--- config.mk ---
export PLATFORM = sky130hd
export DESIGN_NAME = enc_r2_modred_flat
export DESIGN_NICKNAME = d
export VERILOG_FILES = /design/src/rtl/enc_r2_modred_if.sv /design/src/rtl/enc_r2_modred.sv /design/src/flat_wrapper.sv
export SDC_FILE = /design/constraint.sdc
export NUM_CORES = 1
export LEC_CHECK = 0
export BUFFER_PORTS_ARGS = -buffer_cell sky130_fd_sc_hd__buf_2
export CORE_UTILIZATION = 25
export CTS_BUF_LIST = sky130_fd_sc_hd__clkbuf_4
export CTS_CLUSTER_DIAMETER = 200
export DETAILED_ROUTE_END_ITERATION = 10
export SLEW_MARGIN = 40
export SYNTH_ARGS = -nofsm -noshare
export SYNTH_HDL_FRONTEND = slang
export SYNTH_SLANG_ARGS = --single-unit
--- constraint.sdc ---
create_clock -name clk -period 2.53 [get_ports clk]
set_input_delay 0.253 -clock clk [delete_from_list [all_inputs] [get_ports clk]]
set_output_delay 0.253 -clock clk [all_outputs]
set_load 0.01 [all_outputs]
--- src/rtl/enc_r2_modred_if.sv ---
// rtl/enc_r2_modred_if.sv - start/busy/done request bundle for the modular-reduction encrypt stage (err port under ENC_R2_ZCHK_EN)
interface enc_r2_modred_if #(
    parameter int EXP_W = 64,
    parameter int P_W   = 32,
    parameter int KEY_W = 4
);
    logic             start;
    logic [EXP_W-1:0] exp;
    logic [P_W-1:0]   p;
    logic [KEY_W-1:0] msg;
    logic             busy;
    logic             done;
    logic [KEY_W-1:0] k_o;
    logic [KEY_W-1:0] c1;
`ifdef ENC_R2_ZCHK_EN
    logic             err;

    modport master (output start, exp, p, msg, input busy, done, k_o, c1, err);
    modport slave  (input start, exp, p, msg, output busy, done, k_o, c1, err);
`else
    modport master (output start, exp, p, msg, input busy, done, k_o, c1);
    modport slave  (input start, exp, p, msg, output busy, done, k_o, c1);
`endif
endinterface

--- src/rtl/enc_r2_modred.sv ---
// rtl/enc_r2_modred.sv - bit-serial restoring exp mod p reducer, key/ciphertext stage (optional p==0 check: ENC_R2_ZCHK_EN)
module enc_r2_modred #(
    parameter int EXP_W = 64,
    parameter int P_W   = 32,
    parameter int KEY_W = 4
) (
    input  logic               clk,
    input  logic               rst,
    enc_r2_modred_if.slave     bus
);
    localparam int CNT_W = (EXP_W > 1) ? $clog2(EXP_W) : 1;
    localparam logic [CNT_W-1:0] CNT_LAST = CNT_W'(EXP_W - 1);

    typedef enum logic [1:0] {IDLE, RUN, DONE} state_t;

    state_t           state_q, state_d;
    logic [EXP_W-1:0] exp_sh;
    logic [P_W-1:0]   p_q;
    logic [KEY_W-1:0] msg_q;
    logic [P_W:0]     rem_q;
    logic [P_W:0]     rem_next;
    logic [P_W+1:0]   t;
    logic [CNT_W-1:0] cnt_q;
    logic             busy_q;
    logic             done_q;
    logic [KEY_W-1:0] k_q;
    logic [KEY_W-1:0] c1_q;
    logic             take_sub;
`ifdef ENC_R2_ZCHK_EN
    logic             err_q;
`endif

    // One restoring step; a zero modulus disables subtraction so rem just shifts in exp.
    always_comb begin
        t        = {rem_q, exp_sh[EXP_W-1]};
        take_sub = (p_q != '0) && (t >= {2'b00, p_q});
        rem_next = t[P_W:0];
        if (take_sub) begin
            rem_next = t[P_W:0] - {1'b0, p_q};
        end
    end

    always_ff @(posedge clk) begin
        if (!rst) begin
            state_q <= IDLE;
        end else begin
            state_q <= state_d;
        end
    end

    always_comb begin
        state_d = state_q;
        case (state_q)
            IDLE: begin
                if (bus.start) begin
`ifdef ENC_R2_ZCHK_EN
                    state_d = (bus.p == '0) ? DONE : RUN;
`else
                    state_d = RUN;
`endif
                end
            end
            RUN:     if (cnt_q == '0) state_d = DONE;
            DONE:    state_d = IDLE;
            default: state_d = IDLE;
        endcase
    end

    always_ff @(posedge clk) begin
        if (!rst) begin
            exp_sh <= '0;
            p_q    <= '0;
            msg_q  <= '0;
            rem_q  <= '0;
            cnt_q  <= '0;
            busy_q <= 1'b0;
            done_q <= 1'b0;
            k_q    <= '0;
            c1_q   <= '0;
`ifdef ENC_R2_ZCHK_EN
            err_q  <= 1'b0;
`endif
        end else begin
            done_q <= 1'b0;
            // busy stays up through the done pulse and drops on the edge that ends it
            busy_q <= (state_d != IDLE) || (state_q == DONE);
            case (state_q)
                IDLE: begin
                    if (bus.start) begin
                        exp_sh <= bus.exp;
                        p_q    <= bus.p;
                        msg_q  <= bus.msg;
                        rem_q  <= '0;
                        cnt_q  <= CNT_LAST;
`ifdef ENC_R2_ZCHK_EN
                        err_q  <= 1'b0;
`endif
                    end
                end
                RUN: begin
                    rem_q  <= rem_next;
                    exp_sh <= exp_sh << 1;
                    if (cnt_q != '0) begin
                        cnt_q <= cnt_q - 1'b1;
                    end
                end
                DONE: begin
                    done_q <= 1'b1;
`ifdef ENC_R2_ZCHK_EN
                    if (p_q == '0) begin
                        k_q   <= '0;
                        c1_q  <= '0;
                        err_q <= 1'b1;
                    end else begin
                        k_q   <= rem_q[KEY_W-1:0];
                        c1_q  <= rem_q[KEY_W-1:0] ^ msg_q;
                        err_q <= 1'b0;
                    end
`else
                    k_q  <= rem_q[KEY_W-1:0];
                    c1_q <= rem_q[KEY_W-1:0] ^ msg_q;
`endif
                end
                default: ;
            endcase
        end
    end

    assign bus.busy = busy_q;
    assign bus.done = done_q;
    assign bus.k_o  = k_q;
    assign bus.c1   = c1_q;
`ifdef ENC_R2_ZCHK_EN
    assign bus.err  = err_q;
`endif
endmodule
--- src/flat_wrapper.sv ---
// flat-port wrapper written by rule: the top's interface ports become plain ports
module enc_r2_modred_flat 
#(
    parameter int EXP_W = 64,
    parameter int P_W   = 32,
    parameter int KEY_W = 4
)
  (clk, rst, bus_start, bus_exp, bus_p, bus_msg, bus_busy, bus_done, bus_k_o, bus_c1);
  enc_r2_modred_if #(.EXP_W(EXP_W), .P_W(P_W), .KEY_W(KEY_W)) bus_i ();
  input  logic clk;
  input  logic rst;
  input wire logic [$bits(bus_i.start)-1:0] bus_start;
  input wire logic [$bits(bus_i.exp)-1:0] bus_exp;
  input wire logic [$bits(bus_i.p)-1:0] bus_p;
  input wire logic [$bits(bus_i.msg)-1:0] bus_msg;
  output wire logic [$bits(bus_i.busy)-1:0] bus_busy;
  output wire logic [$bits(bus_i.done)-1:0] bus_done;
  output wire logic [$bits(bus_i.k_o)-1:0] bus_k_o;
  output wire logic [$bits(bus_i.c1)-1:0] bus_c1;
  assign bus_i.start = bus_start;
  assign bus_i.exp = bus_exp;
  assign bus_i.p = bus_p;
  assign bus_i.msg = bus_msg;
  assign bus_busy = bus_i.busy;
  assign bus_done = bus_i.done;
  assign bus_k_o = bus_i.k_o;
  assign bus_c1 = bus_i.c1;
  enc_r2_modred #(.EXP_W(EXP_W), .P_W(P_W), .KEY_W(KEY_W)) u_core (.clk(clk), .rst(rst), .bus(bus_i));
endmodule
==> key figures, run 1 <==
Worst setup path
  • Critical Path Sink Type: register
  • CP arrival: roughly 3.2 ns
  • Worst EP required: 3.05 ns
  • Worst reg2reg path depth: 11
  • Setup Crit Path Kind: reg2reg
  • Crit Path Max Fanout: 3
  • Critical Path Source Type: register

Clock tree
  • CTS clk-pin slew, worst paths: 0.13 ns
  • Clk sinks: 151
  • Total CTS buffers: 17
  • Clock latency on the worst-skew pair: around 0.58 ns
  • H-Tree Level Count: 4
  • Clock Path Buffers: 2
  • CTS tree: built
  • Clock root cell: clkbuf_4

Floorplanning
  • Die ar.: ~32000 sq um
  • # IOs: 113
  • Core ar.: 30700 sq um
  • Die W: 179 um
  • Chip height: 179 um
  • Row count: 64
  • Initial Util: between 20 and 30%

Routing
  • DRT Wirelength: approximately 23000 um
  • Antenna-violating nets left: 0
  • Drt pass-1 iters: 5
  • DR vias/cell: between 4 and 5
  • WL/cell: between 10 and 15 um
  • Detailed Route Iter0 Violations: around 240
  • DR vias: between 7000 and 8000
  • Residual DRC: 0

STA
  • Slew margin rel.: 58.4%
  • # setup viols final: 18
  • Clk_skew: 0.0301 ns
  • Tmin final: 2.67 ns
  • Max frequency: between 0.3 and 0.4 GHz
  • Hold Fails Final Rpt: 0
  • Final worst-path cycle share: 105%
  • Total count of max-transition violations in the final report: 0
  • Worst setup margin: -0.138 ns
  • Unrepaired setup endpoints after global routing: true
  • Worst-Margin Slew: between 0.6 and 0.7 ns

Cells and area
  • Share of cells above drive strength 1: a little under a third
  • Cell area after layout: roughly 12000 sq um
  • Nets@finish: around 1400
  • Most frequent cells in the layout: 133 x dfxtp_1, 125 x nand2_1, 119 x buf_4
  • Area Overhead vs Synth: 48.7%
  • Final core utilization: a little under two fifths
  • Commonest non-fill, non-tap cell in the layout: dfxtp_1
  • Filler Cell Count: roughly 3000
  • Sequential cell area: slightly above 3000 sq um
  • Multi-input gate area: between 5000 and 6000 sq um

Placement
  • Routability congestion estimate: 0.839
  • Placed cell areas: slightly below 10000 sq um
  • Pre-CTS setup slack: -0.219 ns
  • DP HPWL: between 15000 and 20000 um
  • Port Buffers: approximately 110

Synth
  • Number of synthesized flops with an enable pin: 0
  • Area leader, netlist: dfxtp_1
  • Asr flop ratio synth: 0%
  • Primary FF master, synth: dfxtp_1
  • Xor/xnor cell area share of the yosys netlist: under 10%
  • Syn Area/Cell: 8.38 sq um
  • Largest family of logic cells by synthesized area: compound AO/OA/AOI/OAI gates
  • Synth Area in Simple Gates: approximately 15%
  • Cells after Synth: 932
  • Synthesized cell area: 7810 sq um
  • Mux contribution to synthesized area: around a tenth
  • Post-Synth Adder-Cell Area: ~5.7%
  • Sequential-to-total area share from yosys stat: slightly below 40%
  • #FFs+latches synth: roughly 150
  • Compound-gate portion of the synthesized area: between 20% and 30%
  • Syn. warnings: 0
  • Yosys cell types: 56
  • Top cell type's share of synthesized area: 38.7%
  • Syn_nets: around 1100
  • Top cells by area, synth: dfxtp_1 39%, mux2i_1 10%, a211oi_1 6.7%, nand2_1 6.2%, ha_1 5.4%

Global routing
  • Total GRT Usage: ~15%
  • Grt ovf: 0
  • Vias in the first global route: roughly 7600
  • First-pass GRT wire length: 37000 um
  • Largest net degree at the start of global routing: between 100 and 150
  • Initial antenna violation count: 2

Power
  • Max IR drop VDD: between 1 and 1.5 mV
  • Leakage: 5.10 nW
  • PD cells: roughly 1600 nW/um^2
  • Final Power: around 18 mW

Flow run
  • Max Cap Viol: 0

Worst hold path
  • Hold WC Path Type: in2reg
  • Hold Crit Depth: 3

Outcome
  • Run status: finished with violations
  • Failing checks: setup timing
==> layer usage <==
metal | vias to the layer above | track usage [%] | share of wire, %
met5 | - | 0 | 0
met4 | 0 | 5.05 | 2.5
met3 | 36 | 2.86 | 4.0
met2 | 135 | 25.6 | 49
met1 | 3537 | 17.6 | 44
li1 | 3912 | - | -
==> cell usage after synthesis (5+ instances only) <==
library cell / n
nand3_1: 9
xor2_1: 17
inv_1: 44
a211oi_1: 70
nor4_1: 9
a21o_1: 14
nor2_1: 93
clkbuf_1: 32
and3_1: 6
a2bb2oi_1: 9
o21ai_1: 29
ha_1: 34
nor3_1: 9
a22oi_1: 5
a21oi_1: 71
nand4_1: 7
dfxtp_1: 151
o21ai_0: 16
buf_1: 15
or3_1: 5
nand2_1: 129
o31ai_1: 6
o21bai_1: 5
xnor2_1: 20
mux2i_1: 79
==> registers in the layout, summed over array words and instances, names as in the netlist, 2 cells and up <==
name / flops
u_core.exp_sh: 64
u_core.rem_q: 33
u_core.p_q: 32
u_core.cnt_q: 6
u_core.bus.c1: 4
u_core.bus.k_o: 4
u_core.msg_q: 4
u_core.state_q: 2
==> cells by family (layout without fill, tap and decap cells) <==
group	count (synthesis)	in the layout
flops	151	151
buf+inv	96	410
mux	81	81
compound gates	251	251
xor+xnor	37	37
fa+ha+maj	35	35
simple gates	281	282
other cells	0	2
==> area by class of cell <==
class / count / share of cell area, %
timing repair buffer: 333 / 22.2
antenna: 2 / 0.0431
tap: 396 / 4.27
inverter: 46 / 1.50
multi-input combinational: 686 / 43.2
sequential: 151 / 26.3
clock inverter: 13 / 1.35
clock buffer: 18 / 1.16
==> worst max-delay path: stages (launching register included) <==
cell and delay (ns):
dfxtp_2 0.35, inv_2 0.04, ha_4 0.28, nand4_1 0.11, or3_1 0.35, a31o_1 0.25, a2111oi_4 0.47, o31ai_4 0.14
nand2_2 0.12, nand3_2 0.09, mux2_4 0.31, o21ai_2 0.11
==> through the flow <==
stage | cells | hold WS, ns | setup TNS (ns)
after detailed placement | 1507 | 0.444 | -3.58
after CTS | 1630 | 0.000524 | -1.39
after global placement | 1507 | 0.437 | -2.83
final | 1645 | 0.0399 | -0.825
after global routing | 1645 | 0.000153 | -4.03
after floorplan | 932 | 0.375 | -0.000327
==> timing repair <==
item,4_1_cts,5_1_grt
pin swaps,20,29
hold buffers,84,0
setup endpoints to repair,33,33
gates cloned,2,2
gates resized for setup,59,73
hold endpoints to repair,84,0
setup buffers,6,13
==> power by group <==
part | total [mW] | internal (mW) | switching (mW)
logic | 13.7 | 7.44 | 6.23
registers | 3.14 | 2.80 | 0.337
clock network | 1.59 | 0.685 | 0.910
==> worst paths after layout <==
| check | start | end | slack (ns) |
|---|---|---|---|
| worst min register to register | u_core.rem_q[32] | u_core.rem_q[32] | 0.46 |
| worst max-delay path | u_core.p_q[9] | u_core.rem_q[25] | -0.14 |
| worst max register to register | u_core.p_q[9] | u_core.rem_q[25] | -0.14 |
| worst min-delay path | bus_exp[32] | u_core.exp_sh[32] | 0.04 |
Note: power is estimated with default switching activity, not from simulation.
==> run 2, diff against run 1 <==
ABC_AREA = 1   (was unset)
CTS_BUF_LIST = unset   (was sky130_fd_sc_hd__clkbuf_4)
clock period = 3.1 ns   (was 2.53 ns; I/O delays follow)
==> key figures, run 2 <==
STA
  • # setup viols final: 0
  • Worst setup margin: ~0.52 ns
  • Unrepaired setup endpoints after global routing: false
  • Tmin final: ~2.6 ns
  • Worst-Margin Slew: between 0.7 and 0.8 ns
  • Setup TNS: 0 ns
  • Slew margin rel.: around 53%
  • Max frequency: roughly 0.39 GHz
  • Hold Fails Final Rpt: 0
  • Final worst-path cycle share: 83.4%
  • Clk_skew: approximately 0.011 ns
  • Total count of max-transition violations in the final report: 0

Placement
  • Pre-CTS setup slack: between 0.5 and 0.6 ns
  • Routability congestion estimate: between 0.9 and 1
  • DP HPWL: around 20000 um
  • Port Buffers: between 100 and 150

Synth
  • Sequential-to-total area share from yosys stat: about a third
  • Top cell type's share of synthesized area: between 30% and 40%
  • Asr flop ratio synth: 0%
  • Area leader, netlist: dfxtp_1
  • #FFs+latches synth: 151
  • Count leader, synth: nand2_1
  • Synthesized cell area: between 9000 and 10000 sq um
  • Yosys cell types: 31
  • Most frequent cells after synthesis: 394 x nand2_1, 203 x inv_1, 191 x nor2_1
  • Cells after Synth: ~1500
  • Syn Area/Cell: slightly above 6 sq um
  • Top cells by area, synth: dfxtp_1 33%, nand2_1 16%, a21oi_1 8.8%, inv_1 8.3%, nor2_1 7.9%
  • Number of synthesized flops with an enable pin: 0
  • Primary FF master, synth: dfxtp_1
  • Syn. warnings: 0
  • Syn_nets: 1628

Worst hold path
  • Hold Crit Depth: 3
  • Hold WC Path Type: in2reg
  • Hold_sp: bus_exp[0]
  • Hold EP: u_core.exp_sh[0]

Power
  • Max IR drop VDD: roughly 0.47 mV
  • Leakage: between 5 and 6 nW
  • PD cells: about 950 nW/um^2

Outcome
  • Run status: finished with violations
  • Failing checks: DRC

Worst setup path
  • Crit path cell chain: inv_1 -> fa_1 -> inv_1 -> nand3_1 -> nand3_1 -> nand2_1 -> nand3_2 -> nand2_2 -> nand2_4 -> buf_4 -> nand3_1 -> nand3_1 -> a21oi_1
  • Crit Path Max Fanout: 20
  • Max stage delay on crit path: around 0.5 ns
  • Crit path buffers/inverters: 3
  • Reg2Reg Setup Slack: a little over 0.5 ns
  • Critical Path Sink Type: register
  • Slowest CP cell: fa_1
  • Critical Path Source Type: register
  • Critical Path Stages: 13
  • CP arrival: just under 3 ns
  • Worst reg2reg path startpoint: u_core.rem_q[0]
  • Worst reg2reg path depth: 13
  • Reg2reg end: u_core.rem_q[15]
  • Worst EP required: 3.42 ns
  • Most used cell, CP: nand3_1
  • Cell family with most CP delay: simple AND/OR/NAND/NOR gates
  • Setup Crit Path Kind: reg2reg

Clock tree
  • CTS tree: built
  • CTS-repair resized insts: 0
  • Clock latency on the worst-skew pair: 0.44 ns
  • Total CTS buffers: 17
  • Clock root cell: clkbuf_16
  • Clock Path Buffers: 2
  • H-Tree Level Count: 4
  • Clk sinks: 151
  • CTS clk-pin slew, worst paths: 0.08 ns
  • # Post-CTS Setup Buffers: 0
  • Hold Buf Count CTS: 0

Floorplanning
  • Row count: around 70
  • Chip height: just under 200 um
  • # IOs: approximately 110
  • Initial Util: approximately a quarter
  • Core ar.: approximately 36000 sq um
  • Die W: about 190 um
  • Die ar.: around 37000 sq um

Routing
  • Antenna-violating nets left: 0
  • DR vias: ~9000
  • Drt pass-1 iters: 8
  • WL/cell: between 10 and 15 um
  • DR vias/cell: about 4.5
  • Residual DRC: 8
  • DRT Wirelength: roughly 27000 um
  • Detailed Route Iter0 Violations: 505

Cells and area
  • Filler Cell Count: 4007
  • Commonest non-fill, non-tap cell in the layout: nand2_1
  • Largest register FFs: 64
  • Multi-input gate area: slightly above 5000 sq um
  • Share of cells above drive strength 1: between 10% and 20%
  • Nets@finish: about 1700
  • Sequential cell area: around 3000 sq um
  • Area Overhead vs Synth: 18.3%
  • Largest Register: u_core.exp_sh
  • Most frequent cells in the layout: 394 x nand2_1, 203 x inv_1, 190 x nor2_1
  • Largest registers: u_core.exp_sh: 64 flops, u_core.rem_q: 33 flops, u_core.p_q: 32 flops

Flow run
  • Max Cap Viol: 0

Global routing
  • First-pass GRT wire length: 44700 um
  • Initial antenna violation count: 2
  • Vias in the first global route: between 8000 and 9000
  • Total GRT Usage: between 10% and 20%
  • Grt ovf: 0
  • Largest net degree at the start of global routing: ~90
==> run 2: cell types whose count changed in the layout (fill, tap and decap cells not counted), sizes merged, moves of 79 or more <==
cell,previous run,this run
nand2,132,399
inv,46,214
buf,248,128
nor2,93,197
a21oi,72,160
nand3,9,95
dlygate4sd3,84,0
mux2i,79,0
==> run 2: cell type report <==
cell class	instances	share of cell area [%]
repair buffers	128	6.82
inverters	206	7.17
well taps	461	5.34
flip-flops and latches	151	28.0
clock inverters	15	1.88
diodes	2	0.0463
multi-input cells	1066	46.8
clock buffers	17	3.94
==> run 2: where the power goes <==
group | switching, mW | internal, mW | leakage, nW
clock | 0.996 | 1.24 | 0.306
combinational | 3.77 | 1.84 | 3.63
sequential | 0.201 | 2.24 | 1.24
==> run 2: worst max-delay path by stage <==
stage,from,slack (ns),endpoint
final,u_core.rem_q[0],0.52,u_core.rem_q[15]
after CTS,u_core.rem_q[0],0.52,u_core.rem_q[32]
after floorplan,u_core.exp_sh[63],1.03,u_core.rem_q[28]
after detailed placement,u_core.rem_q[0],0.53,u_core.rem_q[32]
after global routing,u_core.rem_q[0],0.25,u_core.rem_q[20]
after global placement,u_core.rem_q[0],0.57,u_core.rem_q[30]
==> run 2: cell families (layout without fill, tap and decap cells) <==
logic type	Yosys count	in the layout	share of synthesized area, %
and+or+nand+nor	736	736	33.2
buffers and inverters	273	366	11.7
other	0	2	0
DFF	151	151	33.1
AOI/OAI and AO/OA	276	276	15.3
xor gates and xnor gates	19	19	1.82
adders and majority gates	35	35	4.88
==> run 2: through the flow <==
stage          hold WS [ns]  std cells  utilization (%)  power [mW]  cell area (sq um)
2_1_floorplan         0.440       1490                -        6.77               9130
3_3_place_gp          0.451       2010             28.3        7.98              10100
3_5_place_dp          0.456       2012             28.4        8.07              10200
4_1_cts              0.0923       2044             30.2        10.4              10800
5_1_grt               0.118       2045             30.2        11.3              10800
6_report              0.104       2046             30.2        10.3              10800
==> run 2: worst register-to-register path, cell delays in order, from the launching register on <==
cell     delay [ns]
dfxtp_1        0.43
inv_1          0.14
fa_1           0.50
inv_1          0.10
nand3_1        0.08
nand3_1        0.15
nand2_1        0.11
nand3_2        0.09
nand2_2        0.06
nand2_4        0.19
buf_4          0.32
nand3_1        0.14
nand3_1        0.10
a21oi_1        0.06
==> run 2: routing by layer <==
metal,vias to the layer above,global-route usage [%],routed length (um)
met5,-,0,10
met4,2,5.50,567
met2,144,24.5,12300
met1,4168,19.6,12900
li1,4869,-,-
met3,36,2.93,1050
